**config.mk**
```make
export PLATFORM = sky130hd
export DESIGN_NAME = uart_hex_tx
export DESIGN_NICKNAME = d
export VERILOG_FILES = /design/src/rtl/uart_hex_tx.sv
export SDC_FILE = /design/constraint.sdc
export NUM_CORES = 1
export LEC_CHECK = 0
export BUFFER_PORTS_ARGS = -buffer_cell sky130_fd_sc_hd__buf_4
export CAP_MARGIN = 10
export CELL_PAD_IN_SITES_DETAIL_PLACEMENT = 2
export CELL_PAD_IN_SITES_GLOBAL_PLACEMENT = 2
export CORE_MARGIN = 3
export CORE_UTILIZATION = 34
export DETAILED_ROUTE_END_ITERATION = 6
export PLACE_DENSITY = 0.85
export SLEW_MARGIN = 20
export SYNTH_ARGS = -nofsm -noshare
export SYNTH_HDL_FRONTEND = slang
export SYNTH_SLANG_ARGS = --single-unit
```
**constraint.sdc**
```tcl
create_clock -name clk -period 2.1 [get_ports clk]
set_clock_uncertainty 0.2 [all_clocks]
set_input_delay 0.21 -clock clk [delete_from_list [all_inputs] [get_ports clk]]
set_output_delay 0.21 -clock clk [all_outputs]
set_load 0.005 [all_outputs]
```
**src/rtl/uart_hex_tx.sv**
```systemverilog
// Prints a 4*DIGITS-bit word as ASCII hex, MSB nibble first, with optional CR LF.
// First tx_valid lands two edges after accept; each character waits for tx_ready, and in_ready stays low until the word is fully handed off.
module uart_hex_tx #(
  parameter int DIGITS = 8,
  parameter bit UPPER  = 1'b1,
  parameter bit CRLF   = 1'b1
) (
  input  logic                  clk,
  input  logic                  rst_n,
  input  logic [4*DIGITS-1:0]   in_data,
  input  logic                  in_valid,
  output logic                  in_ready,
  output logic [7:0]            tx_data,
  output logic                  tx_valid,
  input  logic                  tx_ready,
  output logic                  busy
);

  localparam int W      = 4 * DIGITS;
  localparam int NCHARS = DIGITS + (CRLF ? 2 : 0);
  localparam int CW     = $clog2(NCHARS + 1);
  localparam logic [CW-1:0] DIG_C = CW'(DIGITS);
  localparam logic [CW-1:0] NCH_C = CW'(NCHARS);

  typedef enum logic [1:0] {S_IDLE, S_SEND, S_HOLD, S_WAIT} state_t;

  state_t          state;
  logic [CW-1:0]   cnt;
  logic [W-1:0]    sreg;
  logic [3:0]      nib;
  logic [7:0]      ch;

  assign in_ready = (state == S_IDLE);
  assign nib      = sreg[W-1 -: 4];

  // Character selected by the counter: digits first, then CR, then LF.
  always_comb begin
    ch = 8'h00;
    if (cnt < DIG_C) begin
      if (nib <= 4'd9) ch = 8'h30 + {4'h0, nib};
      else             ch = (UPPER ? 8'h41 : 8'h61) + {4'h0, nib} - 8'd10;
    end else if (cnt == DIG_C) begin
      ch = 8'h0D;
    end else begin
      ch = 8'h0A;
    end
  end

  always_ff @(posedge clk or negedge rst_n) begin
    if (!rst_n) begin
      state    <= S_IDLE;
      cnt      <= '0;
      sreg     <= '0;
      tx_valid <= 1'b0;
      tx_data  <= 8'h00;
      busy     <= 1'b0;
    end else begin
      case (state)
        S_IDLE: begin
          tx_valid <= 1'b0;
          if (in_valid) begin
            sreg  <= in_data;
            cnt   <= '0;
            busy  <= 1'b1;
            state <= S_SEND;
          end
        end
        S_SEND: begin
          if (tx_ready) begin
            tx_valid <= 1'b1;
            tx_data  <= ch;
            cnt      <= cnt + 1'b1;
            if (cnt < DIG_C) sreg <= sreg << 4;
            state    <= S_HOLD;
          end else begin
            tx_valid <= 1'b0;
          end
        end
        // The transmitter's ready is registered and lags the strobe by a cycle,
        // so it is deliberately ignored here.
        S_HOLD: begin
          tx_valid <= 1'b0;
          state    <= S_WAIT;
        end
        S_WAIT: begin
          tx_valid <= 1'b0;
          if (tx_ready) begin
            if (cnt == NCH_C) begin
              busy  <= 1'b0;
              state <= S_IDLE;
            end else begin
              state <= S_SEND;
            end
          end
        end
        default: state <= S_IDLE;
      endcase
    end
  end

endmodule

```
# After elaboration in Yosys (flattened, before gate mapping)
# Cells that the tools add are included.
dict set report op_classes {
  addsub 4
  magnitude_cmp 2
  n_eq_ne 10
  muxes 21
  n_reduce_logical 9
}
# operator count
set op_table {}
lappend op_table {{32-bit 2-to-1 mux} 3}
lappend op_table {{32-bit one-hot mux with 2 select lines} 1}
lappend op_table {{8-bit 2-to-1 mux} 2}
lappend op_table {{2-bit != test (second input constant)} 5}
lappend op_table {{7-bit by 4-bit adder with 8-bit output (first input constant)} 1}
lappend op_table {{4-bit equality test (second input constant)} 2}
lappend op_table {{4-bit 2-to-1 mux} 2}
lappend op_table {{2-bit one-hot mux with 4 select lines} 1}
lappend op_table {{4-bit one-hot mux with 2 select lines} 1}
lappend op_table {{4-bit AND reduction} 2}
lappend op_table {{8-bit by 4-bit subtractor with 8-bit output (second input constant)} 1}
lappend op_table {{6-bit by 4-bit adder with 7-bit output (first input constant)} 1}
lappend op_table {{2-bit 2-to-1 mux} 3}
lappend op_table {{3-bit AND reduction} 2}
lappend op_table {{1-bit 2-to-1 mux} 5}
lappend op_table {{4-bit by 1-bit adder with 4-bit output (second input constant)} 1}
lappend op_table {{2-bit equality test (second input constant)} 2}
lappend op_table {{4-bit <= comparator (second input constant)} 1}
lappend op_table {{4-bit < comparator (second input constant)} 1}
lappend op_table {{1-bit one-hot mux with 2 select lines} 2}
lappend op_table {{2-bit nonzero test} 2}
lappend op_table {{3-bit 2-to-1 mux} 1}
lappend op_table {{3-bit OR reduction} 1}
lappend op_table {{2-bit by 1-bit equality test with 1-bit output (second input constant)} 1}
lappend op_table {{2 further kinds} 2}
dict set report word_totals {
  ff_bits 48
  in_bits 36
  out_inout_bits 11
  elab_cells 52
}

# Depth between registers and ports, before layout
dict set report depth {
  ltp_word 4
  ltp_mapped 8
  mapped_depth_nobuf 6
}

# Worst setup path after synthesis
# Ideal clock, no wire load.
dict set report synth_timing {
  kind {flip-flop to flip-flop}
  from {reg sreg[28]}
  to {reg tx_data[1]}
  setup_time_ns 0.116
  t_arrival_ns 1.594
  required_time_ns 1.784
  path_slack_ns 0.190
  path_stages_with_launch 7
  n_path_buf 0
  synth_period_minus_slack_ns 1.910
  path_cell_list {dfrtp_1 -> inv_1 -> ha_1 -> nor2_1 -> o21ai_1 -> mux2_2 -> o311ai_0}
}
dict set report synth_via {
  elab_chain_len 4
  elab_cells_between_ends 6
  cone_classes {add/sub: 3; order compare: 1; mux: 2}
}
# item line_no
set synth_rtl {}
lappend synth_rtl {{start: declaration} 29} ;# logic [W-1:0] sreg;
lappend synth_rtl {{start signal: assignment} 62} ;# sreg <= in_data;
lappend synth_rtl {{start signal: assignment} 73} ;# if (cnt < DIG_C) sreg <= sreg << 4;
lappend synth_rtl {{7-bit by 4-bit adder with 8-bit output} 41} ;# else ch = (UPPER ? 8'h41 : 8'h61) + {4'h0, nib} - 8'd10;
lappend synth_rtl {{8-bit by 4-bit subtractor with 8-bit output} 41}
lappend synth_rtl {{8-bit 2-to-1 mux (*)} 40} ;# if (nib <= 4'd9) ch = 8'h30 + {4'h0, nib};
lappend synth_rtl {{8-bit 2-to-1 mux (*)} 39} ;# if (cnt < DIG_C) begin
lappend synth_rtl {{end signal: assignment} 71} ;# tx_data <= ch;
lappend synth_rtl {{end: declaration} 13} ;# output logic [7:0] tx_data,
# Mark *: on every way between the ends. The rest lies on a longest branch, timed or not.
# A chain may end at the register's enable or synchronous reset.

# Final worst setup path
dict set report layout_timing {
  from {reg state[1]}
  to {reg state[1]}
}
dict set report layout_via {
  elab_chain_len 3
  elab_cells_between_ends 9
  cone_classes {eq/ne: 6; mux: 1; reduce/logical: 2}
}
# item line_no
set layout_rtl {}
lappend layout_rtl {{start: declaration} 27} ;# state_t state;
lappend layout_rtl {{start signal: assignment} 51} ;# state <= S_IDLE;
lappend layout_rtl {{start signal: assignment} 65} ;# state <= S_SEND;
lappend layout_rtl {{start signal: assignment} 74} ;# state <= S_HOLD;
lappend layout_rtl {{2-bit equality test (tied with other cells)} 58} ;# case (state)
lappend layout_rtl {{2-bit != test (no source line)} n/a}
lappend layout_rtl {{3-bit AND reduction (no source line)} n/a}
# Parallel ways exist; a longest one is shown, timed or not.

==> impl_results.md <==
- Final Max Tran Viols: 0
- Crit path arrival time: roughly 2 ns
- WHS: -0.008420 ns
- Clk buf depth: 2
- GRT overflow: 0
- Die Y: 89.29 um
- NumNets Final: between 300 and 400
- Largest area contributor in the netlist: dfrtp_1
- Hpwl dp: between 4000 and 5000 um
- Syn-to-layout area delta: 27.16%
- Clock transition at path regs: ~0.10 ns
- Skew-Pair Late Insertion Delay: just over 0.3 ns
- Worst-path maximum fanout: 6
- Gate Count Post-Synth: 232
- Synth unique cells: 29
- DRC Markers: 0
- Antenna diodes: 0
- Most common cell after layout, fill and taps aside: buf_4
- Cell area after synthesis: approximately 2400 um^2
- Number of max-cap violations: 0
- Sequential share of the synthesized area: 0.4987
- Num ports: 47
- Status: finished, violations left
- Initial DRC Count: 44
- CP max-delay cell: dfrtp_1
- Endpoints failing hold: 2
- Root buf cell: clkbuf_8
- Chip width: 89.29 um
- Top cell type's share of synthesized area: 0.4987
- Crit path time final: 2.014 ns
- Synth Area per Inst: 10.17 um^2
- Via density per instance: 5.262
- Dpl ws: 0.07815 ns
- Wire per inst: 18.20 um
- Max IR drop VDD: between 500 and 600 uV
- Final worst path period share: 0.9589
- Via count: about 1900
- Critical Path RT: ~2.1 ns
- Vias in the first global route: 2042
- Total Routing Usage GR: 0.1674
- DRT Pass-1 Iters: 4
- # Post-CTS Setup Buffers: 0
- Number of synthesized flops with an enable pin: 0
- Filler cell count: roughly 710
- CP peak stage delay: around 0.43 ns
- Crit-path cells: inv_1, ha_1, buf_4, nand2b_1, o21ai_1, mux2_2
- H-tree levels: 2
- Final setup vio count: 0
- Async SR Flop Fraction: 1.000
- Synth Net Count: 277
- Die ar.: 7972 um^2
- Post-Route WL: 6662 um
- Headroom to the max-slew limit: 0.5741
- Slew @ Worst Pin: 0.6389 ns
- Clock sinks: 47
- Synth warn: 0
- Post-route ant nets: 0
- Post-Layout Cell Count: 366
- Pin count of the biggest net entering global routing: 61
- Gpl congestion: 0.7117
- Most frequent cells in the layout: buf_4, dfrtp_1, nand2_1, o21ai_0, mux2i_1
- Synth Flop Type: dfrtp_1
- #FFs+latches synth: between 40 and 50
- Fmax: 496.6 MHz
- Failing checks: negative hold slack
- Setup ws final: 0.08628 ns
- Ranking of synthesized cells by area: dfrtp_1, mux2i_1, o21ai_0
- Startpoint Class: register
- Total core area: 6531 um^2
- Placed insts: 348
- Worst hold path type: in2reg
- Proportion of layout cells with a drive suffix above 1: 0.2457
- Critical path type: reg2reg
- Worst setup EP type: register
- Power Density: 1411 nW/um^2
- Cts bufs inserted: 5
- Antenna violations before repair: 0
- Port Buffers: 45
- Tot Pwr: 4232 uW
- First-pass GRT wire length: 10070 um
- TritonCTS clock tree: built
- Leakage: 0.001404 uW
- Starting Density: 0.3611
- FP Rows: 29
==> path summary, 6_finish.rpt <==
check / start / endpoint / slack [ns] / cells past startpoint
max in group asynchronous: rst_n / state[0] / 0.98 / 2
worst max register to register: state[1] / state[1] / 0.09 / 6
worst min-delay path: in_data[10] / sreg[10] / -0.008 / 3
worst min register to register: tx_data[5] / tx_data[5] / 0.28 / 2
worst max-delay path: state[1] / state[1] / 0.09 / 6
min in group asynchronous: rst_n / tx_data[5] / 0.26 / 2
==> power by group <==
group          internal [uW]  leakage (uW)  switching [uW]  total [uW]
Clock                    300     0.0000505             325         625
Sequential              1320      0.000588             300        1620
Combinational            888      0.000766            1100        1990
Total                   2500       0.00140            1730        4230
==> cells in the mapped netlist (all sizes together), types with 2 or more instances <==
cell type,count
dfrtp,47
nand2b,3
mux2,4
buf,11
nor2,6
a22o,10
mux2i,29
a31oi,2
clkbuf,3
nand4,2
o21ai,39
nand2,41
nand3,3
o31ai,3
ha,9
inv,11
==> registers in the layout (all words and copies together) (netlist names) <==
signal and count:
tx_valid 1, tx_data 7, cnt 4, sreg 32, state 2, busy 1
==> critical path, delay by kind of cell (launching register included) <==
family | cells | cell delay [ns]
AO/OA/AOI/OAI | 1 | 0.21
adder cells (fa/ha/maj) | 1 | 0.23
buffers and inverters | 2 | 0.31
flip-flops | 1 | 0.43
multiplexers | 1 | 0.38
AND/OR/NAND/NOR | 1 | 0.14
==> logic make-up after synthesis <==
logic type | Yosys count | synth area share
AO/OA/AOI/OAI | 56 | 0.1448
other | 1 | 0.001590
flip-flops | 47 | 0.4987
AND/OR/NAND/NOR | 61 | 0.1119
adder cells (fa/ha/maj) | 9 | 0.04775
multiplexers | 33 | 0.1422
buffers and inverters | 25 | 0.05305
==> repair_timing <==
item | 4_1_cts | 5_1_grt
setup endpoints to repair | 0 | 32
hold endpoints to repair | 54 | 1
gates resized for setup | 0 | 6
hold buffers | 8 | 1
==> final cells by class <==
type | count | area (um^2) | area share
flip-flops and latches | 47 | 1177 | 0.3926
multi-input cells | 161 | 1092 | 0.3642
repair buffers | 62 | 488.0 | 0.1627
clock buffers | 7 | 96.34 | 0.03212
well taps | 77 | 96.34 | 0.03212
inverters | 11 | 41.29 | 0.01377
clock inverters | 1 | 7.507 | 0.002503
==> per-layer routing <==
| layer | track usage | share of wire | vias up |
|---|---|---|---|
| met1 | 0.2030 | 0.43 | 974 |
| met2 | 0.2940 | 0.52 | 36 |
| li1 | - | - | 908 |
| met4 | 0.06089 | 0.018 | 0 |
| met3 | 0.03226 | 0.032 | 8 |
| met5 | 0 | 0 | - |
==> stage by stage <==
stage,instance area (um^2),TNS (ns),util
after floorplan,2359,0,-
after global placement,2771,0,0.4243
after detailed placement,2771,0,0.4243
after CTS,2955,0,0.4525
after global routing,2999,-0.0009335,0.4592
final,2999,0,0.4592
Power figures use the tool's default switching activity.
